`config.mk`:
```
export PLATFORM = sky130hd
export DESIGN_NAME = block_ram_arbiter_flat
export DESIGN_NICKNAME = d
export VERILOG_FILES = /design/src/rtl/block_ram_arbiter_if.sv /design/src/rtl/block_ram_arbiter.sv /design/src/flat_wrapper.sv
export SDC_FILE = /design/constraint.sdc
export NUM_CORES = 1
export LEC_CHECK = 0
export CAP_MARGIN = 15
export CELL_PAD_IN_SITES_DETAIL_PLACEMENT = 1
export CELL_PAD_IN_SITES_GLOBAL_PLACEMENT = 1
export CORE_MARGIN = 4
export CORE_UTILIZATION = 18
export CTS_BUF_LIST = sky130_fd_sc_hd__clkbuf_2 sky130_fd_sc_hd__clkbuf_4 sky130_fd_sc_hd__clkbuf_8
export DETAILED_ROUTE_END_ITERATION = 16
export PLACE_DENSITY_LB_ADDON = 0.1
export SLEW_MARGIN = 10
export SYNTH_ARGS = -nofsm -noshare
export SYNTH_HDL_FRONTEND = slang
export SYNTH_SLANG_ARGS = --single-unit
```
`constraint.sdc`:
```
create_clock -name clock -period 4.5 [get_ports clock]
set_input_delay 0.9 -clock clock [delete_from_list [all_inputs] [get_ports clock]]
set_output_delay 0.9 -clock clock [all_outputs]
set_load 0.01 [all_outputs]
```
`src/rtl/block_ram_arbiter_if.sv`:
```
// block_ram_arbiter_if: requester handshake, response and RAM port bundle for block_ram_arbiter.
// slave is the arbiter side; master is the environment (requesters plus the RAM).
interface block_ram_arbiter_if #(
    parameter int WORD_WIDTH    = 32,
    parameter int ADDRESS_WIDTH = 12,
    parameter int PORT_COUNT    = 4
);
    logic [PORT_COUNT-1:0]               req_valid;
    logic [PORT_COUNT-1:0]               req_write;
    logic [PORT_COUNT*ADDRESS_WIDTH-1:0] req_address;
    logic [PORT_COUNT*WORD_WIDTH-1:0]    req_write_data;
    logic [PORT_COUNT-1:0]               req_ready;
    logic [PORT_COUNT-1:0]               resp_valid;
    logic [WORD_WIDTH-1:0]               resp_data;
    logic [ADDRESS_WIDTH-1:0]            ram_write_address;
    logic                                ram_write;
    logic [WORD_WIDTH-1:0]               ram_write_data;
    logic [ADDRESS_WIDTH-1:0]            ram_read_address;
    logic                                ram_read;
    logic [WORD_WIDTH-1:0]               ram_read_data;

    modport slave (
        input  req_valid, req_write, req_address, req_write_data, ram_read_data,
        output req_ready, resp_valid, resp_data,
        output ram_write_address, ram_write, ram_write_data, ram_read_address, ram_read
    );

    modport master (
        output req_valid, req_write, req_address, req_write_data, ram_read_data,
        input  req_ready, resp_valid, resp_data,
        input  ram_write_address, ram_write, ram_write_data, ram_read_address, ram_read
    );
endinterface

```
`src/rtl/block_ram_arbiter.sv`:
```
// block_ram_arbiter: shares one simple dual-port RAM among requesters using independent
// round-robin write and read arbiters; read data returns to its requester one cycle later.
module block_ram_arbiter #(
    parameter int WORD_WIDTH    = 32,
    parameter int ADDRESS_WIDTH = 12,
    parameter int PORT_COUNT    = 4
) (
    input logic clock,
    input logic reset_n,
    block_ram_arbiter_if.slave bus
);
    localparam int PW = PORT_COUNT > 1 ? $clog2(PORT_COUNT) : 1;

    logic [PW-1:0]         r_write_ptr;
    logic [PW-1:0]         r_read_ptr;
    logic [PORT_COUNT-1:0] r_resp_valid;
    logic [PORT_COUNT-1:0] w_write_req;
    logic [PORT_COUNT-1:0] w_read_req;
    logic [PORT_COUNT-1:0] w_write_onehot;
    logic [PORT_COUNT-1:0] w_read_onehot;
    logic [PW:0]           w_write_pick;
    logic [PW:0]           w_read_pick;
    logic                  w_write_grant;
    logic                  w_read_grant;
    logic [PW-1:0]         w_write_idx;
    logic [PW-1:0]         w_read_idx;

    // Scan offsets downward so the smallest offset from the pointer is the final hit.
    function automatic logic [PW:0] rr_pick(input logic [PORT_COUNT-1:0] req, input logic [PW-1:0] ptr);
        logic [PW:0] res;
        int j;
        res = '0;
        for (int k = PORT_COUNT - 1; k >= 0; k--) begin
            j = (int'(ptr) + k) % PORT_COUNT;
            if (req[j]) res = {1'b1, PW'(j)};
        end
        return res;
    endfunction

    // Gating the requests with reset_n keeps every grant and RAM strobe low during reset.
    assign w_write_req  = bus.req_valid & bus.req_write & {PORT_COUNT{reset_n}};
    assign w_read_req   = bus.req_valid & ~bus.req_write & {PORT_COUNT{reset_n}};
    assign w_write_pick = rr_pick(w_write_req, r_write_ptr);
    assign w_read_pick  = rr_pick(w_read_req, r_read_ptr);
    assign {w_write_grant, w_write_idx} = w_write_pick;
    assign {w_read_grant, w_read_idx}   = w_read_pick;

    assign w_write_onehot = w_write_grant ? PORT_COUNT'(1) << w_write_idx : '0;
    assign w_read_onehot  = w_read_grant ? PORT_COUNT'(1) << w_read_idx : '0;
    assign bus.req_ready  = w_write_onehot | w_read_onehot;

    assign bus.ram_write         = w_write_grant;
    assign bus.ram_write_address = w_write_grant ? bus.req_address[w_write_idx*ADDRESS_WIDTH +: ADDRESS_WIDTH] : '0;
    assign bus.ram_write_data    = w_write_grant ? bus.req_write_data[w_write_idx*WORD_WIDTH +: WORD_WIDTH] : '0;
    assign bus.ram_read          = w_read_grant;
    assign bus.ram_read_address  = w_read_grant ? bus.req_address[w_read_idx*ADDRESS_WIDTH +: ADDRESS_WIDTH] : '0;

    assign bus.resp_valid = r_resp_valid;
    assign bus.resp_data  = bus.ram_read_data;

    always_ff @(posedge clock or negedge reset_n) begin
        if (!reset_n) begin
            r_write_ptr  <= '0;
            r_read_ptr   <= '0;
            r_resp_valid <= '0;
        end else begin
            if (w_write_grant) r_write_ptr <= PW'((int'(w_write_idx) + 1) % PORT_COUNT);
            if (w_read_grant) r_read_ptr <= PW'((int'(w_read_idx) + 1) % PORT_COUNT);
            r_resp_valid <= w_read_onehot;
        end
    end
endmodule

```
`src/flat_wrapper.sv`:
```
// flat-port wrapper written by rule: the top's interface ports become plain ports
module block_ram_arbiter_flat 
#(
    parameter int WORD_WIDTH    = 32,
    parameter int ADDRESS_WIDTH = 12,
    parameter int PORT_COUNT    = 4
)
  (clock, reset_n, bus_req_valid, bus_req_write, bus_req_address, bus_req_write_data, bus_ram_read_data, bus_req_ready, bus_resp_valid, bus_resp_data, bus_ram_write_address, bus_ram_write, bus_ram_write_data, bus_ram_read_address, bus_ram_read);
  block_ram_arbiter_if #(.WORD_WIDTH(WORD_WIDTH), .ADDRESS_WIDTH(ADDRESS_WIDTH), .PORT_COUNT(PORT_COUNT)) bus_i ();
  input logic clock;
  input logic reset_n;
  input wire logic [$bits(bus_i.req_valid)-1:0] bus_req_valid;
  input wire logic [$bits(bus_i.req_write)-1:0] bus_req_write;
  input wire logic [$bits(bus_i.req_address)-1:0] bus_req_address;
  input wire logic [$bits(bus_i.req_write_data)-1:0] bus_req_write_data;
  input wire logic [$bits(bus_i.ram_read_data)-1:0] bus_ram_read_data;
  output wire logic [$bits(bus_i.req_ready)-1:0] bus_req_ready;
  output wire logic [$bits(bus_i.resp_valid)-1:0] bus_resp_valid;
  output wire logic [$bits(bus_i.resp_data)-1:0] bus_resp_data;
  output wire logic [$bits(bus_i.ram_write_address)-1:0] bus_ram_write_address;
  output wire logic [$bits(bus_i.ram_write)-1:0] bus_ram_write;
  output wire logic [$bits(bus_i.ram_write_data)-1:0] bus_ram_write_data;
  output wire logic [$bits(bus_i.ram_read_address)-1:0] bus_ram_read_address;
  output wire logic [$bits(bus_i.ram_read)-1:0] bus_ram_read;
  assign bus_i.req_valid = bus_req_valid;
  assign bus_i.req_write = bus_req_write;
  assign bus_i.req_address = bus_req_address;
  assign bus_i.req_write_data = bus_req_write_data;
  assign bus_i.ram_read_data = bus_ram_read_data;
  assign bus_req_ready = bus_i.req_ready;
  assign bus_resp_valid = bus_i.resp_valid;
  assign bus_resp_data = bus_i.resp_data;
  assign bus_ram_write_address = bus_i.ram_write_address;
  assign bus_ram_write = bus_i.ram_write;
  assign bus_ram_write_data = bus_i.ram_write_data;
  assign bus_ram_read_address = bus_i.ram_read_address;
  assign bus_ram_read = bus_i.ram_read;
  block_ram_arbiter #(.WORD_WIDTH(WORD_WIDTH), .ADDRESS_WIDTH(ADDRESS_WIDTH), .PORT_COUNT(PORT_COUNT)) u_core (.clock(clock), .reset_n(reset_n), .bus(bus_i));
endmodule
```
Word level (Yosys, flattened, before mapping)
Cells that the tools add are included.
{"block": "totals", "ff_bits": 8, "word_cells": 79, "inputBits": 218}
{"block": "op_classes", "bitwise_logic": 12, "addsub": 8, "n_mul": 2, "n_lt_le_gt_ge": 8, "mux": 35, "n_shift": 5, "n_reduce_logical": 6}
{"op": "variable part select 128 x 8 -> 32 bit", "n": 1}
{"op": "variable part select 48 x 7 -> 12 bit", "n": 2}
{"op": "2-to-1 mux 32 bit", "n": 1}
{"op": "< comparator 3 x 4 -> 1 bit (second input constant)", "n": 6}
{"op": "2-to-1 mux 12 bit", "n": 2}
{"op": "2-to-1 mux 3 bit", "n": 8}
{"op": "AND 4 bit", "n": 4}
{"op": "binary-select mux 1 bit (select 2 bit)", "n": 8}
{"op": "2-to-1 mux 1 bit", "n": 14}
{"op": "OR reduction 2 bit", "n": 6}
{"op": "adder 2 x 1 -> 2 bit (second input constant)", "n": 4}
{"op": "adder 2 bit (second input constant)", "n": 4}
{"op": "multiplier 2 x 2 -> 4 bit (second input constant)", "n": 2}
{"op": "2-to-1 mux 4 bit", "n": 2}
{"op": "<< shifter 1 x 2 -> 4 bit (first input constant)", "n": 2}
{"op": "AND 1 bit (first input constant)", "n": 6}
{"op": "< comparator 2 x 3 -> 1 bit (second input constant)", "n": 2}
{"op": "inverter 4 bit", "n": 1}
{"op": "bitwise OR 4 bit", "n": 1}

Longest topological paths before layout
Gate-level depths: netlist (run 1).
{"block": "depth", "depth_word": 13, "depth_mapped": 8}

Least setup slack after synthesis (run 1)
Ideal clock, no wire load.
{"block": "synth_path", "path_kind": "input to output", "start": "input port bus_req_write[3]", "end": "output port bus_ram_read_address[10]", "path_buffers": 3, "t_arrival_ns": 2.394, "required_ns": 3.600, "cell_stages": 8, "setup_slack_ns": 1.206, "cell_sequence": "nand2b_1 buf_4 a2111oi_0 or4_4 and2_4 buf_6 buf_6 mux2i_1"}
{"block": "synth_between", "elab_chain_cells": 13}
{"item": "start: declaration", "line": "flat_wrapper.sv:13", "text": "input wire logic [$bits(bus_i.req_write)-1:0] bus_req_write;"}
{"item": "inverter 4 bit *", "line": "block_ram_arbiter.sv:42", "text": "assign w_read_req = bus.req_valid & ~bus.req_write & {PORT_COUNT{reset_n}};"}
{"item": "AND 4 bit * (2 in series)", "line": "block_ram_arbiter.sv:42"}
{"item": "binary-select mux 1 bit (select 2 bit)", "line": "block_ram_arbiter.sv:35", "text": "if (req[j]) res = {1'b1, PW'(j)};"}
{"item": "2-to-1 mux 1 bit (implied by the code) (2 in series)", "line": "block_ram_arbiter.sv:35"}
{"item": "2-to-1 mux 3 bit (3 in series)", "line": "block_ram_arbiter.sv:35"}
{"item": "2-to-1 mux 3 bit *", "line": "block_ram_arbiter.sv:35"}
{"item": "multiplier 2 x 2 -> 4 bit", "line": "block_ram_arbiter.sv:56", "text": "assign bus.ram_read_address = w_read_grant ? bus.req_address[w_read_idx*ADDRESS_WIDTH +: ADDRESS_WIDTH] : '0;"}
{"item": "variable part select 48 x 7 -> 12 bit", "line": "block_ram_arbiter.sv:56"}
{"item": "2-to-1 mux 12 bit *", "line": "block_ram_arbiter.sv:56"}
{"item": "end: declaration", "line": "flat_wrapper.sv:23", "text": "output wire logic [$bits(bus_i.ram_read_address)-1:0] bus_ram_read_address;"}
Mark *: on every way between the ends. The rest lies on a longest branch, timed or not. The select of a mux whose other input is x is not followed.

Worst setup path after layout (run 1)
{"block": "layout_path", "start": "input port bus_req_valid[2]", "end": "output port bus_ram_write_data[1]"}
{"block": "layout_between", "elab_chain_cells": 11}
{"item": "start: declaration", "line": "flat_wrapper.sv:12", "text": "input wire logic [$bits(bus_i.req_valid)-1:0] bus_req_valid;"}
{"item": "AND 4 bit * (2 in series)", "line": "block_ram_arbiter.sv:41", "text": "assign w_write_req = bus.req_valid & bus.req_write & {PORT_COUNT{reset_n}};"}
{"item": "binary-select mux 1 bit (select 2 bit)", "line": "block_ram_arbiter.sv:35"}
{"item": "2-to-1 mux 1 bit (implied by the code) (2 in series)", "line": "block_ram_arbiter.sv:35"}
{"item": "2-to-1 mux 3 bit (3 in series)", "line": "block_ram_arbiter.sv:35"}
{"item": "2-to-1 mux 3 bit *", "line": "block_ram_arbiter.sv:35"}
{"item": "variable part select 128 x 8 -> 32 bit", "line": "block_ram_arbiter.sv:54", "text": "assign bus.ram_write_data = w_write_grant ? bus.req_write_data[w_write_idx*WORD_WIDTH +: WORD_WIDTH] : '0;"}
{"item": "2-to-1 mux 32 bit *", "line": "block_ram_arbiter.sv:54"}
{"item": "end: declaration", "line": "flat_wrapper.sv:22", "text": "output wire logic [$bits(bus_i.ram_write_data)-1:0] bus_ram_write_data;"}
Marked as above.

==> metrics.json, run 1 <==
{
  "count_of_inserted_antenna_diode_cells": {"value": 0},
  "rsz0062_at_grt": {"value": "no"},
  "floorplan.rows": {"value": 44},
  "synthesis.area_per_instance": {"value": 7.49, "unit": "µm²"},
  "syn-cell-area": {"value": 0.00270, "unit": "mm²"},
  "dieHeight": {"value": 130, "unit": "µm"},
  "cp_num_buf_inv": {"value": 4},
  "number_of_synthesized_flops_with_an_enable_pin": {"value": 0},
  "combinational_family_with_the_most_area_after_synthesis": {"value": "compound AO/OA/AOI/OAI gates"},
  "drt-total-wl": {"value": 15200, "unit": "µm"},
  "die_w": {"value": 130, "unit": "µm"},
  "crit_chain": {"value": "clkdlybuf4s50_1 > nand3_2 > or3_1 > nand3_4 > buf_4 > buf_4 > nand3_1 > o221ai_1 > clkdlybuf4s50_1"},
  "area_growth_syn_to_layout": {"value": 101, "unit": "%"},
  "dpl_hpwl": {"value": 12200, "unit": "µm"},
  "grt_antenna_before_repair": {"value": 0},
  "clk-insertion-delay-late": {"value": 0.23, "unit": "ns"},
  "drt_drc_violations_left": {"value": 0},
  "report.power.total": {"value": 1.14, "unit": "mW"},
  "synthFlopType": {"value": "dfrtp_1"},
  "timing.critical_path.required": {"value": 3.60, "unit": "ns"},
  "tritoncts_num_sinks": {"value": 8},
  "seq_area_frac_synth": {"value": 7.42, "unit": "%"},
  "drt-initial-drc-count": {"value": 111},
  "vdd_drop_max": {"value": 93.7, "unit": "µV"},
  "final_min_period_over_clock_period": {"value": 95.9, "unit": "%"},
  "synth-adder-area-share": {"value": 0, "unit": "%"},
  "synth_async_sr_flop_share": {"value": 100, "unit": "%"},
  "synthMuxAreaShare": {"value": 20.8, "unit": "%"},
  "slowest_stage_cell_cp": {"value": "clkdlybuf4s50_1"},
  "wire_length_per_cell": {"value": 20.0, "unit": "µm"},
  "fraction_of_the_mapped_netlist_area_in_simple_logic_gates": {"value": 18.7, "unit": "%"},
  "htree_levels": {"value": 1},
  "place.gp.congestion": {"value": 0.808},
  "critical_path.top_delay_family": {"value": "buffers and inverters"},
  "post_route_cells_drive_above_1_share": {"value": 8.17, "unit": "%"},
  "run_status": {"value": "completed"},
  "setup.worst_path.start_class": {"value": "primary input"},
  "power_leakage": {"value": 2.09, "unit": "nW"},
  "dr_total_vias": {"value": 3775},
  "post_synthesis_compound_gate_area_fraction": {"value": 31.1, "unit": "%"},
  "clockBufferDepth": {"value": 2},
  "viasPerCell": {"value": 4.97},
  "setup_viol": {"value": 0},
  "core-area": {"value": 0.0146, "unit": "mm²"},
  "port-buffer-count": {"value": 251},
  "netlist_instances": {"value": 360},
  "hold_class": {"value": "flip-flop to flip-flop"},
  "yosys_warnings": {"value": 0},
  "mappedNetlistNets": {"value": 578},
  "clkTransAtPathRegs": {"value": 0.04, "unit": "ns"},
  "placed_cells": {"value": 750},
  "max_freq": {"value": 232, "unit": "MHz"},
  "gr_overflow_total": {"value": 0},
  "io-pin-count": {"value": 316},
  "timing.critical_path.fanout_max": {"value": 16},
  "cts_tree": {"value": "built"},
  "final_nets": {"value": 795},
  "timing.clock.skew": {"value": 0.00259, "unit": "ns"},
  "finish.cell_count_without_fillers": {"value": 759},
  "timing_worst_setup_path_type": {"value": "primary input to output pin"},
  "clock_tree.root_cell": {"value": "clkbuf_8"},
  "setup.worst_path.end_class": {"value": "output pin"},
  "holdBufCountCts": {"value": 0},
  "dp_worst_setup_slack": {"value": -0.00639, "unit": "ns"},
  "powerDensity": {"value": 210, "unit": "mW/mm²"},
  "cts_buffers": {"value": 3},
  "timing_worst_slew_pin_value": {"value": 0.417, "unit": "ns"},
  "ys_ff_latch": {"value": 8},
  "detail_route.first_pass.iterations": {"value": 4},
  "maxcap_violations": {"value": 0},
  "finalWorstPathRequiredPeriod": {"value": 4.32, "unit": "ns"},
  "synthXorXnorAreaFrac": {"value": 0, "unit": "%"},
  "detail-route-antenna-nets": {"value": 0},
  "first_global_vias": {"value": 3947},
  "setup_ws": {"value": 0.183, "unit": "ns"},
  "max_stage_delay": {"value": 0.58, "unit": "ns"},
  "cp.arrival": {"value": 3.42, "unit": "ns"},
  "hold_viol": {"value": 0},
  "fp.dieArea": {"value": 0.0170, "unit": "mm²"},
  "floorplan.initialDensity": {"value": 18.5, "unit": "%"},
  "grt_usage": {"value": 16.1, "unit": "%"},
  "netlist-cell-type-count": {"value": 41},
  "global_route_wire_length_before_repair": {"value": 22000, "unit": "µm"},
  "grt_max_degree": {"value": 49},
  "max-slew-margin-rel": {"value": 71.9, "unit": "%"},
  "final_max_slew_viol_count": {"value": 0}
}
[cells in the final DEF (no fill, tap or decap), types with 2 or more instances in the layout]
master and count:
clkdlybuf4s50_1 249, mux2i_1 56, inv_1 38, nand3_1 36, o221ai_1 33, a32oi_1 24
a211oi_1 23, buf_4 21, and4_1 13, buf_12 9, dfrtp_1 8, o21ai_0 7
nand2b_1 5, nor2_1 4, a21o_1 3, nand2_1 3, nand4_1 3, o21ai_1 3
clkbuf_8 3, nand3_2 2, nor2b_1 2, nor3b_1 2, and3_1 2, nand4b_1 2
[routing by layer]
metal  global-route usage [%]  part of all wire [%]
met5                        0                     0
met4                     2.18                  0.68
met3                     4.35                    10
met2                     28.9                    49
met1                     19.6                    40
[power breakdown]
part	switching (mW)	total, mW	internal [mW]
sequential	0.0214	0.112	0.0903
combinational	0.413	0.938	0.525
clock	0.0294	0.0875	0.0581
[logic make-up after synthesis]
family | after synthesis
mux | 56
buf+inv | 109
compound gates | 105
simple gates | 82
flops | 8
[cell usage after synthesis, drive strengths merged (2+ instances only)]
cell type | n | area share, %
inv | 39 | 5.4
o21a | 2 | 0.56
mux2i | 56 | 21
buf | 56 | 15
nor2b | 2 | 0.46
nand3 | 39 | 7.6
nand2b | 5 | 1.2
a32oi | 24 | 7.8
nand4b | 2 | 0.65
nor3 | 2 | 0.37
and3 | 2 | 0.46
o21ai | 11 | 2.0
nand4 | 3 | 0.70
clkbuf | 14 | 1.9
dfrtp | 8 | 7.4
nor2 | 4 | 0.56
a21o | 3 | 0.84
and4 | 13 | 4.2
nand2 | 3 | 0.42
o221ai | 33 | 11
nor3b | 2 | 0.56
a211oi | 24 | 6.7
[area by class of cell]
class                   count  area [µm²]
clock buffers               3        41.3
multi-input cells         244        1950
repair buffers            281        2850
well taps                 184         230
flip-flops and latches      8         200
inverters                  39         146
fillers                  1732        9170
[registers in the layout (all words and copies together) (netlist names)]
| signal | flops |
|---|---|
| u_core.bus.resp_valid | 4 |
| u_core.r_write_ptr | 2 |
| u_core.r_read_ptr | 2 |
[through the flow]
stage	instance area, µm²	hold slack [ns]	utilization [%]	TNS, ns
floorplan	2700	0.495	-	0
global placement	5300	0.541	36.3	0
detailed placement	5300	0.527	36.3	-0.00639
CTS	5340	0.537	36.6	0
global route	5420	0.547	37.1	0
finish	5420	0.541	37.1	0
[timing repair]
| action | in CTS | in global routing |
|---|---|---|
| buffers inserted | 0 | 5 |
| cloned | 0 | 1 |
| setup endpoints to repair | 1 | 15 |
| gates resized for setup | 1 | 4 |
| pin swaps | 0 | 1 |
[worst paths after layout]
check | startpoint | to | slack [ns] | cells past startpoint
setup / recovery | bus_req_valid[2] | bus_ram_write_data[1] | 0.18 | 9
hold / removal | u_core.r_write_ptr[0] | u_core.r_write_ptr[0] | 0.54 | 1
setup reg to reg | u_core.r_read_ptr[1] | u_core.r_read_ptr[1] | 2.72 | 5
hold reg to reg | u_core.r_write_ptr[0] | u_core.r_write_ptr[0] | 0.54 | 1
max in group asynchronous | reset_n | u_core.r_write_ptr[1] | 3.38 | 2
min in group asynchronous | reset_n | u_core.r_write_ptr[0] | 0.99 | 2
(Power assumes the default switching activity.)
==> inputs of run 2 (changes only) <==
--- a/config.mk
+++ b/config.mk
@@ -12,7 +12,7 @@
 export CORE_UTILIZATION = 18
 export CTS_BUF_LIST = sky130_fd_sc_hd__clkbuf_2 sky130_fd_sc_hd__clkbuf_4 sky130_fd_sc_hd__clkbuf_8
 export DETAILED_ROUTE_END_ITERATION = 16
-export PLACE_DENSITY_LB_ADDON = 0.1
+export PLACE_DENSITY = 0.95
 export SLEW_MARGIN = 10
 export SYNTH_ARGS = -nofsm -noshare
 export SYNTH_HDL_FRONTEND = slang
==> metrics.json, run 2 (synthesis gave the netlist of run 1 again) <==
{
  "run_status": {"value": "completed"},
  "first_global_vias": {"value": 4063, "change": "+2.9%"},
  "timing.reg2reg.setup_slack": {"value": 2.59, "unit": "ns", "change": "-0.13 ns"},
  "r2r_start": {"value": "u_core.r_read_ptr[1]"},
  "timing.critical_path.fanout_max": {"value": 16, "change": "unchanged"},
  "power_frac_seq": {"value": 9.8, "unit": "%", "change": "about the same"},
  "cts_buffers": {"value": 3, "change": "unchanged"},
  "floorplan.rows": {"value": 44, "change": "unchanged"},
  "die_w": {"value": 130, "unit": "µm", "change": "unchanged"},
  "timing_worst_setup_path_type": {"value": "primary input to output pin"},
  "net-switching-power": {"value": 470, "unit": "µW", "change": "+1.4%"},
  "detail_route.first_pass.iterations": {"value": 4, "change": "unchanged"},
  "cp-startpoint": {"value": "bus_req_valid[2]"},
  "grt_antenna_before_repair": {"value": 0, "change": "unchanged"},
  "finish.cell_count_without_fillers": {"value": 759, "change": "unchanged"},
  "clkTransAtPathRegs": {"value": 0.04, "unit": "ns", "change": "about the same"},
  "core-area": {"value": 0.0146, "unit": "mm²", "change": "unchanged"},
  "grt_usage": {"value": 15.8, "unit": "%", "change": "-0.29 points"},
  "area_growth_syn_to_layout": {"value": 102, "unit": "%"},
  "cp.arrival": {"value": 3.55, "unit": "ns", "change": "+0.13 ns"},
  "pwr-share-comb": {"value": 82.9, "unit": "%", "change": "+0.4 points"},
  "p_int": {"value": 689, "unit": "µW", "change": "+2.2%"},
  "floorplan.initialDensity": {"value": 18.5, "unit": "%", "change": "unchanged"},
  "hold_viol": {"value": 0, "change": "unchanged"},
  "holdBufCountCts": {"value": 0, "change": "unchanged"},
  "rsz0062_at_grt": {"value": "no"},
  "cts_tree": {"value": "built"},
  "viasPerCell": {"value": 5.15, "change": "+3.5%"},
  "gr_overflow_total": {"value": 0, "change": "unchanged"},
  "final_nets": {"value": 795, "change": "unchanged"},
  "crit-reg2reg-capture": {"value": "u_core.bus.resp_valid[0]"},
  "fillerInstances": {"value": 1712, "change": "-1.2%"},
  "clk-insertion-delay-late": {"value": 0.23, "unit": "ns", "change": "about the same"},
  "clock_tree.root_cell": {"value": "clkbuf_8"},
  "layout_commonest_cell": {"value": "clkdlybuf4s50_1"},
  "setup.worst_path.end_class": {"value": "output pin"},
  "vdd_drop_max": {"value": 149, "unit": "µV", "change": "+59%"},
  "post-route-util": {"value": 37.3, "unit": "%", "change": "+0.13 points"},
  "final_min_period_over_clock_period": {"value": 98.9, "unit": "%", "change": "+3.0 points"},
  "drt-initial-drc-count": {"value": 170, "change": "+53%"},
  "max_freq": {"value": 225, "unit": "MHz", "change": "-3.0%"},
  "powerDensity": {"value": 213, "unit": "mW/mm²", "change": "+1.5%"},
  "clockBufferDepth": {"value": 2, "change": "unchanged"},
  "detail-route-antenna-nets": {"value": 0, "change": "unchanged"},
  "setup_viol": {"value": 0, "change": "unchanged"},
  "pwr-share-clk": {"value": 7.3, "unit": "%", "change": "-0.4 points"},
  "switching_share": {"value": 40.6, "unit": "%", "change": "-0.21 points"},
  "drt_drc_violations_left": {"value": 0, "change": "unchanged"},
  "hold_end": {"value": "u_core.r_write_ptr[0]"},
  "wire_length_per_cell": {"value": 19.8, "unit": "µm", "change": "-0.67%"},
  "worst_r2r_path_depth": {"value": 6, "change": "+1"},
  "drt-total-wl": {"value": 15100, "unit": "µm", "change": "-0.67%"},
  "timing.hold.worst.start": {"value": "u_core.r_write_ptr[0]"},
  "finalWorstPathRequiredPeriod": {"value": 4.45, "unit": "ns", "change": "+0.135 ns"},
  "largest_register_ffs": {"value": 4, "change": "unchanged"},
  "power_leakage": {"value": 2.11, "unit": "nW", "change": "+0.98%"},
  "maxcap_violations": {"value": 0, "change": "unchanged"},
  "grt_max_degree": {"value": 50, "change": "+2.0%"},
  "max-slew-margin-rel": {"value": 74.0, "unit": "%", "change": "+2.1 points"},
  "number_of_cells_traversed_by_the_worst_hold_path": {"value": 1, "change": "unchanged"},
  "final_max_slew_viol_count": {"value": 0, "change": "unchanged"},
  "htree_levels": {"value": 1, "change": "unchanged"},
  "global_route_wire_length_before_repair": {"value": 21400, "unit": "µm", "change": "-2.8%"},
  "placed_cells": {"value": 749, "change": "-0.13%"},
  "dieHeight": {"value": 130, "unit": "µm", "change": "unchanged"},
  "post_route_cells_drive_above_1_share": {"value": 7.83, "unit": "%", "change": "-0.35 points"},
  "timing.critical_path.required": {"value": 3.60, "unit": "ns", "change": "about the same"},
  "dpl_hpwl": {"value": 12500, "unit": "µm", "change": "+2.2%"},
  "tritoncts_num_sinks": {"value": 8, "change": "unchanged"},
  "fp.dieArea": {"value": 0.0170, "unit": "mm²", "change": "unchanged"},
  "timing.clock.skew": {"value": 0.00489, "unit": "ns", "change": "+0.00230 ns"},
  "timing_worst_slew_pin_value": {"value": 0.385, "unit": "ns", "change": "-0.0318 ns"},
  "io-pin-count": {"value": 316, "change": "unchanged"},
  "layout.cells.most_common_list": {"value": "clkdlybuf4s50_1 (249), mux2i_1 (56), inv_1 (38)"},
  "place.gp.congestion": {"value": 0.865, "change": "+7.1%"},
  "setup.worst_path.start_class": {"value": "primary input"},
  "hold_class": {"value": "flip-flop to flip-flop"},
  "count_of_inserted_antenna_diode_cells": {"value": 0, "change": "unchanged"},
  "port-buffer-count": {"value": 251, "change": "unchanged"},
  "dr_total_vias": {"value": 3908, "change": "+3.5%"}
}
[run 2: cell types whose count changed in the layout (fill, tap and decap cells not counted), sizes merged]
| cell | previous run | this run |
|---|---|---|
| buf | 30 | 31 |
| and2 | 2 | 1 |
| dlygate4sd2 | 1 | 0 |
| dlymetal6s2s | 1 | 2 |
[run 2: how the worst max path moves through the flow]
stage | end | slack [ns] | cells after the start
6_report | bus_req_ready[2] | 0.05 | 8
5_1_grt | bus_ram_write_address[11] | 0.004 | 8
4_1_cts | bus_req_ready[0] | 0.02 | 7
3_5_place_dp | bus_ram_write_data[5] | -0.006 | 8
3_3_place_gp | bus_req_ready[0] | 0.08 | 8
2_1_floorplan | bus_ram_read_address[10] | 1.21 | 8
[run 2: layout make-up]
| type | count | area [µm²] | share of cell area (%) |
|---|---|---|---|
| Tap cell | 184 | 230 | 4.23 |
| Sequential cell | 8 | 200 | 3.68 |
| Timing Repair Buffer | 282 | 2890 | 53.1 |
| Clock buffer | 3 | 41.3 | 0.759 |
| Inverter | 39 | 146 | 2.69 |
| Multi-Input combinational cell | 243 | 1930 | 35.5 |
[run 2: worst max-delay path, cell delays in order]
cell and delay, ns:
clkdlybuf4s50_1 0.56, nor2b_1 0.29, a2111oi_1 0.11, or4_4 0.51
and2_4 0.27, buf_4 0.17, o21ai_1 0.17, clkdlybuf4s50_1 0.57
[run 2: metal layers]
layer  global-route usage, %  vias to the layer above  wire length [µm]
li1                        -                     1807                 -
met1                    16.6                     1846              5310
met2                    29.9                      215              7660
met3                    4.80                       40              1630
met4                    4.90                        0               459
met5                       0                        -                 0
[run 2: power by group through the flow]
stage | clock network (mW) | registers [mW] | logic, mW
finish | 0.0847 | 0.114 | 0.960
global route | 0.0897 | 0.116 | 1.02
CTS | 0.0855 | 0.112 | 0.951
detailed placement | 0 | 0.112 | 0.936
global placement | 0 | 0.113 | 0.913
floorplan | 0 | 0.108 | 0.463
[run 2: timing repair]
item,4_1_cts,5_1_grt
gates resized for setup,0,4
endpoints found under the hold margin,0,0
pin swaps,1,1
buffers inserted,5,2
setup endpoints to repair,1,33
[run 2: metrics by stage]
| stage | hold slack, ns | setup slack (ns) | area, µm² | power (mW) | TNS, ns |
|---|---|---|---|---|---|
| global placement | 0.543 | 0.0779 | 5320 | 1.03 | 0 |
| CTS | 0.576 | 0.0250 | 5410 | 1.15 | 0 |
| global route | 0.590 | 0.00417 | 5440 | 1.23 | 0 |
| detailed placement | 0.544 | -0.00606 | 5320 | 1.05 | -0.00606 |
| finish | 0.586 | 0.0477 | 5440 | 1.16 | 0 |
| floorplan | 0.495 | 1.21 | 2700 | 0.571 | 0 |
